$ cat config.mk
export PLATFORM = sky130hd
export DESIGN_NAME = slt_arbiter
export DESIGN_NICKNAME = d
export VERILOG_FILES = /design/src/rtl/slt_arbiter.sv
export SDC_FILE = /design/constraint.sdc
export NUM_CORES = 1
export LEC_CHECK = 0
export BUFFER_PORTS_ARGS = -buffer_cell sky130_fd_sc_hd__buf_2
export CAP_MARGIN = 0
export CORE_ASPECT_RATIO = 2
export CORE_MARGIN = 2
export CORE_UTILIZATION = 38
export DETAILED_ROUTE_END_ITERATION = 8
export PLACE_DENSITY = 0.82
export SYNTH_ARGS = -nofsm -noshare
export SYNTH_HDL_FRONTEND = slang
export SYNTH_SLANG_ARGS = --single-unit
$ cat constraint.sdc
create_clock -name clk -period 2.8 [get_ports clk]
set_input_delay 0.84 -clock clk [delete_from_list [all_inputs] [get_ports clk]]
set_output_delay 0.84 -clock clk [all_outputs]
set_load 0.005 [all_outputs]
$ cat src/rtl/slt_arbiter.sv
`default_nettype none
// ============================================================================
//  Module      : slt_arbiter
//  Description : Two-requester round-robin arbiter in front of one shared
//                subtractor-based signed less-than comparator. The result is
//                registered in a one-entry output buffer and tagged with the
//                winning requester ID.
//  Options     : SLT_ARBITER_UNSIGNED_EN adds per-request unsigned-compare
//                select inputs (req_uns0/1) and the rsp_uns output.
//  Revision    : 1.0 - initial release
// ============================================================================
module slt_arbiter #(
    parameter int N     = 32,
    parameter int CNT_W = 16
) (
    input  logic             clk,
    input  logic             rst,
    input  logic [1:0]       req_valid,
    output logic [1:0]       req_ready,
    input  logic [N-1:0]     req_a0,
    input  logic [N-1:0]     req_b0,
    input  logic [N-1:0]     req_a1,
    input  logic [N-1:0]     req_b1,
`ifdef SLT_ARBITER_UNSIGNED_EN
    input  logic             req_uns0,
    input  logic             req_uns1,
    output logic             rsp_uns,
`endif
    output logic             rsp_valid,
    input  logic             rsp_ready,
    output logic             rsp_lt,
    output logic             rsp_id,
    output logic [CNT_W-1:0] done_count
);

    // Buffer state: the encoding is the response-valid flag itself.
    localparam logic [0:0]       c_ST_EMPTY = 1'b0;
    localparam logic [0:0]       c_ST_FULL  = 1'b1;
    localparam logic [CNT_W-1:0] c_CNT_ONE  = {{(CNT_W-1){1'b0}}, 1'b1};

    logic [0:0]       r_state;
    logic [0:0]       w_state_nxt;
    logic             r_prio;
    logic             r_lt;
    logic             r_id;
    logic [CNT_W-1:0] r_cnt;

    logic             w_can_accept;
    logic [1:0]       w_grant;
    logic             w_accept;
    logic             w_drain;
    logic             w_sel;
    logic [N-1:0]     w_a;
    logic [N-1:0]     w_b;
    logic [N-1:0]     w_diff;
    logic             w_lt_signed;
    logic             w_lt;

    assign rsp_valid  = (r_state == c_ST_FULL);
    assign rsp_lt     = r_lt;
    assign rsp_id     = r_id;
    assign done_count = r_cnt;

    // The buffer can take a new result when empty or when it drains this cycle.
    assign w_can_accept = ~rsp_valid | rsp_ready;
    assign w_drain      = rsp_valid & rsp_ready;

    // Round-robin: a lone requester always wins; on contention r_prio picks.
    assign w_grant[0] = req_valid[0] & (~req_valid[1] | ~r_prio);
    assign w_grant[1] = req_valid[1] & (~req_valid[0] |  r_prio);

    // Ready is forced low while reset is held, independent of buffer state.
    assign req_ready = {2{~rst & w_can_accept}} & w_grant;
    assign w_accept  = |req_ready;
    assign w_sel     = w_grant[1];

    assign w_a = w_sel ? req_a1 : req_a0;
    assign w_b = w_sel ? req_b1 : req_b0;

    // Signed compare from the adder sign bit, corrected when operand signs
    // differ so that subtraction overflow never produces a wrong answer.
    assign w_lt_signed = (w_a[N-1] & ~w_b[N-1]) |
                         (~(w_a[N-1] ^ w_b[N-1]) & w_diff[N-1]);

`ifdef SLT_ARBITER_UNSIGNED_EN
    logic [N:0] w_sum;
    logic       w_uns;
    logic       r_uns;

    assign w_sum   = {1'b0, w_a} + {1'b0, ~w_b} + {{N{1'b0}}, 1'b1};
    assign w_diff  = w_sum[N-1:0];
    assign w_uns   = w_sel ? req_uns1 : req_uns0;
    // No carry out of a + ~b + 1 means a borrow, i.e. a < b unsigned.
    assign w_lt    = w_uns ? ~w_sum[N] : w_lt_signed;
    assign rsp_uns = r_uns;

    // Compare-mode tag travels with the result.
    always_ff @(posedge clk or posedge rst) begin
        if (rst) begin
            r_uns <= 1'b0;
        end else if (w_accept) begin
            r_uns <= w_uns;
        end
    end
`else
    assign w_diff = w_a + ~w_b + {{(N-1){1'b0}}, 1'b1};
    assign w_lt   = w_lt_signed;
`endif

    // Buffer state register.
    always_ff @(posedge clk or posedge rst) begin
        if (rst) begin
            r_state <= c_ST_EMPTY;
        end else begin
            r_state <= w_state_nxt;
        end
    end

    // Next buffer state: fill on accept, empty on a drain with no refill.
    always_comb begin
        w_state_nxt = r_state;
        case (r_state)
            c_ST_EMPTY: if (w_accept)             w_state_nxt = c_ST_FULL;
            c_ST_FULL:  if (w_drain && !w_accept) w_state_nxt = c_ST_EMPTY;
            default:                              w_state_nxt = c_ST_EMPTY;
        endcase
    end

    // Capture result and tag on accept; winner drops to lowest priority.
    always_ff @(posedge clk or posedge rst) begin
        if (rst) begin
            r_lt   <= 1'b0;
            r_id   <= 1'b0;
            r_prio <= 1'b0;
        end else if (w_accept) begin
            r_lt   <= w_lt;
            r_id   <= w_sel;
            r_prio <= ~w_sel;
        end
    end

    // Count completed response handshakes; wraps freely.
    always_ff @(posedge clk or posedge rst) begin
        if (rst) begin
            r_cnt <= '0;
        end else if (w_drain) begin
            r_cnt <= r_cnt + c_CNT_ONE;
        end
    end

endmodule
`default_nettype wire
* Yosys cells after proc, flatten, opt, wreduce, memory -nomap -nowiden
Index checks and enable logic that the tools add are counted.
** Word-level totals
- Bits in registers :: 20
- Output and inout bits :: 21
** Operators by class
- $add $sub $neg :: 3
- Mux-type cells :: 5
- Bitwise logic cells :: 21
- Reductions and logical operators :: 3
** Operators by type and width (count)
- 32-bit 2-to-1 mux :: 2
- 32-bit by 1-bit adder with 32-bit output, second input constant :: 1
- 32-bit adder :: 1
- 32-bit inverter :: 1
- 16-bit by 1-bit adder with 16-bit output, second input constant :: 1
- 1-bit inverter :: 8
- 1-bit bitwise AND :: 6
- 1-bit bitwise OR :: 4
- 2-bit bitwise AND :: 1
- 1-bit 2-to-1 mux :: 2
- 1-bit case mux with 2 select lines :: 1
- 2-bit OR reduction :: 1
- 1-bit logical AND :: 1
- 1-bit zero test :: 1
- 1-bit XOR :: 1

* Logic depth before layout (Yosys ltp)
- Depth in word-level cells :: 9
- Gate-level depth with buffers :: 13
- Depth with buffers taken out :: 11

* Worst setup path after synthesis
No wires, ideal clock.
- Path kind :: input -> register
- Start :: in req_valid[0]
- End :: reg r_lt, in the netlist rsp_lt
- Setup time :: 125 ps
- Data arrival time :: 3259 ps
- Required time :: 2675 ps
- Path slack :: -584 ps
- Stages on the path :: 13
- Path buffers :: 2
- Path through :: inv_1 o21ai_1 buf_2 buf_4 mux2_1 ha_1 nand4_1 nor3_2 a221o_1 o31a_1 a211oi_2 fa_1 mux2_2
** Between the ends
- Word-level cells in the longest chain between the ends :: 9
** RTL lines
- start, declared :: line 18 : input logic [1:0] req_valid,
- 1-bit inverter * :: line 70 : assign w_grant[1] = req_valid[1] & (~req_valid[0] | r_prio);
- 1-bit bitwise OR * :: line 70
- 1-bit bitwise AND * :: line 70
- 32-bit 2-to-1 mux :: line 78 : assign w_b = w_sel ? req_b1 : req_b0;
- 32-bit inverter :: line 106 : assign w_diff = w_a + ~w_b + {{(N-1){1'b0}}, 1'b1};
- 32-bit adder :: line 106
- 32-bit by 1-bit adder with 32-bit output :: line 106
- 1-bit bitwise AND :: line 83 : (~(w_a[N-1] ^ w_b[N-1]) & w_diff[N-1]);
- 1-bit bitwise OR * :: line 82 : assign w_lt_signed = (w_a[N-1] & ~w_b[N-1]) |
- named net w_lt :: line 57 : logic w_lt;
- end signal, assigned :: line 136 : r_lt <= w_lt;
- end, declared :: line 44 : logic r_lt;
Mark *: on every way through the listed nets, which the timed path passes. The rest lies on a longest branch.
A chain may end at the register's enable or synchronous reset.

* Worst setup path after layout
Ends and elaborated chain as after synthesis.

==> impl_metrics.ini <==
[run_status]
violations = setup timing
run_status = finished, violations left

[floorplanning]
rows = 39
initial_core_util_pct = 39.4
ios = 154
dieArea_um2 = 6590
die_height_um = 113
die_w_um = 58.4
coreArea_um2 = 5710

[sta]
slew_headroom_pct = 74.1
fin_ws_ns = -0.504
holdWs_ns = 0.492
clock_skew_ns = 0.00429
finalSetupViolCount = 1
drv_slew = 0
tightest_slew_ns = 0.385
final_hold_viol_count = 0
period_share_pct = 118
max_freq_mhz = 303
fin_crit_ns = 3.30
rsz0062_at_grt = yes

[grt]
antenna_found_initial = 0
grt_usage_pct = 25.2
grt_start_max_net_pins = 21
grt_pass1_vias = 2910
overflow = 0
grt_first_pass_wirelength_um = 12900

[min_path]
min_path_type = flip-flop to flip-flop

[logic_synthesis]
avgSynthCellArea_um2 = 10.2
ys_ff_latch = 20
synth_ff_type = dfrtp_1
async_reset_ff_share_pct = 100
synth_area_um2 = 2250
synth_edf_count = 0
yosysSeqAreaShare_pct = 22.2
synth_nets = 386
synthDistinctLibCells = 36
synth_warnings = 0
syn_inst = 221

[cells_and_area]
n_fill_cell = 397
fin_cells = 476
drive_gt1_share_pct = 66.7
synthToLayoutAreaGrowth_pct = 81.9
final_common_cell = buf_2
multiInputGateArea_um2 = 2120
design_area_um2 = 4090
layout_common_cells = buf_2, buf_4, mux2_4, dfrtp_1, mux2i_1
seq_area_um2 = 500
finish.net_count = 581
n_antenna_cell = 0

[clock_tree]
clockBufferDepth = 2
clk_pin_slew_worst_paths_ns = 0.06
cts_num_sinks = 20
cts_inserted_buffers = 3
clk_latency_ns = 0.26
cts-hold-fix-buffers = 0
tritoncts = yes
htreeDepth = 1
root_buffer = clkbuf_16

[detailed_routing]
drcViolationCount = 0
wl_met2_um = 4710
routedWlPerCell_um = 17.4
viasPerCell = 5.46
met1_length_um = 2610
wl_um = 8280
routed-wl-met3_um = 589
highest_layer = met4
ant_nets = 0
firstDrtPassIters = 4
first_iter_violations = 70
vias = 2598

[placed_design]
io_buffers = 153
gp_congestion = 0.837
place_ws_ns = -0.888
placed_cells = 456
postPlaceCellArea_um2 = 3530
dpl.hpwl_um = 6450

[power]
p_clk_share_pct = 22.4
seq_power_share_pct = 22.4
internal_power_mw = 1.20
vdd.ir_drop.worst_mv = 0.441
power_frac_comb_pct = 55.2
power_density_nw_per_um2 = 434
switchingPower_mw = 0.572
p_leak_nw = 2.10
p_sw_share_pct = 32.2

[setup_path]
critPathRequiredTime_ns = 2.94
critical_path_class = input port to flip-flop
worst_setup_path_start_kind = input port
cp.arrival_ns = 3.45
crit_path_end_kind = flip-flop
worstPathMaxFanout = 5

[flow_run]
drv_cap = 0
[worst paths after layout]
check | to | slack, ns | start | depth (start not counted)
max reg2reg | rsp_lt | -0.25 | r_prio | 13
max in group asynchronous | done_count[9] | 1.95 | rst | 3
max | rsp_lt | -0.50 | req_valid[0] | 15
min reg2reg | done_count[15] | 0.49 | done_count[15] | 1
min in group asynchronous | done_count[15] | 0.63 | rst | 3
min | done_count[15] | 0.49 | done_count[15] | 1
[kinds of logic after synthesis]
group / Yosys count / share of synthesized area (%)
and+or+nand+nor: 45 / 11.2
buffers and inverters: 11 / 2.56
xor gates and xnor gates: 15 / 5.84
adders and majority gates: 32 / 18.1
DFF: 20 / 22.2
AOI/OAI and AO/OA: 34 / 9.73
muxes: 64 / 30.3
[per-layer routing]
metal	up-vias	GRT usage (%)
met4	0	12.2
met2	134	50.0
met5	-	0
met1	1207	22.6
li1	1226	-
met3	31	4.34
[registers in the layout (all words and copies together) (netlist names)]
signal      cells
done_count     16
r_prio          1
rsp_id          1
rsp_lt          1
rsp_valid       1
[Yosys cell counts (2+ instances only)]
library cell | count | area share, %
nand2_1 | 9 | 1.5
a31oi_1 | 2 | 0.56
xnor2_1 | 9 | 3.5
o21ai_0 | 7 | 1.6
inv_1 | 4 | 0.67
and3_1 | 4 | 1.1
a21o_1 | 2 | 0.67
mux2_1 | 4 | 2.0
dfrtp_1 | 20 | 22
buf_2 | 4 | 0.89
mux2i_1 | 31 | 14
xor2_1 | 6 | 2.3
buf_4 | 3 | 1.0
o211ai_1 | 2 | 0.67
a21oi_1 | 9 | 2.0
nand4_1 | 7 | 1.9
o21bai_1 | 2 | 0.67
nor3_2 | 3 | 1.3
ha_1 | 31 | 17
a211oi_1 | 4 | 1.3
nand3_1 | 10 | 2.2
mux2_2 | 29 | 15
nor2_1 | 6 | 1.0
[worst max-delay path, cell delays in order]
cell and delay, ns:
buf_8 0.09, inv_8 0.03, o21ai_4 0.16, buf_12 0.15
buf_12 0.11, buf_6 0.09, mux2_4 0.31, ha_4 0.27
nand4_1 0.19, buf_4 0.21, a211oi_4 0.21, o31a_1 0.16
a211oi_2 0.05, fa_2 0.33, mux2_4 0.26
[power groups by stage]
stage               logic (mW)  clock network (mW)  registers, mW
detailed placement       0.808                   0          0.400
global placement         0.774                   0          0.401
global route              1.06               0.407          0.406
finish                   0.979               0.397          0.398
floorplan                0.472                   0          0.399
CTS                      0.957               0.401          0.398
[area by class of cell]
type,count,share of cell area (%)
Multi-Input combinational cell,190,51.7
Timing Repair Buffer,197,31.1
Sequential cell,20,12.2
Tap cell,61,1.86
Clock buffer,3,1.83
Clock inverter,1,0.734
Inverter,4,0.550
[through the flow]
| step | TNS, ns | utilization, % | power (mW) |
|---|---|---|---|
| floorplan | -0.418 | - | 0.871 |
| global placement | -0.841 | 61.9 | 1.18 |
| detailed placement | -0.888 | 61.9 | 1.21 |
| CTS | -0.474 | 70.9 | 1.76 |
| global route | -0.602 | 71.7 | 1.88 |
| finish | -0.504 | 71.7 | 1.78 |
[what timing repair did]
item,CTS,global route
buffers inserted,12,2
gates cloned,2,0
gates resized for setup,42,5
setup endpoints to repair,1,1
pin swaps,11,7
Note: power is estimated with default switching activity, not from simulation.
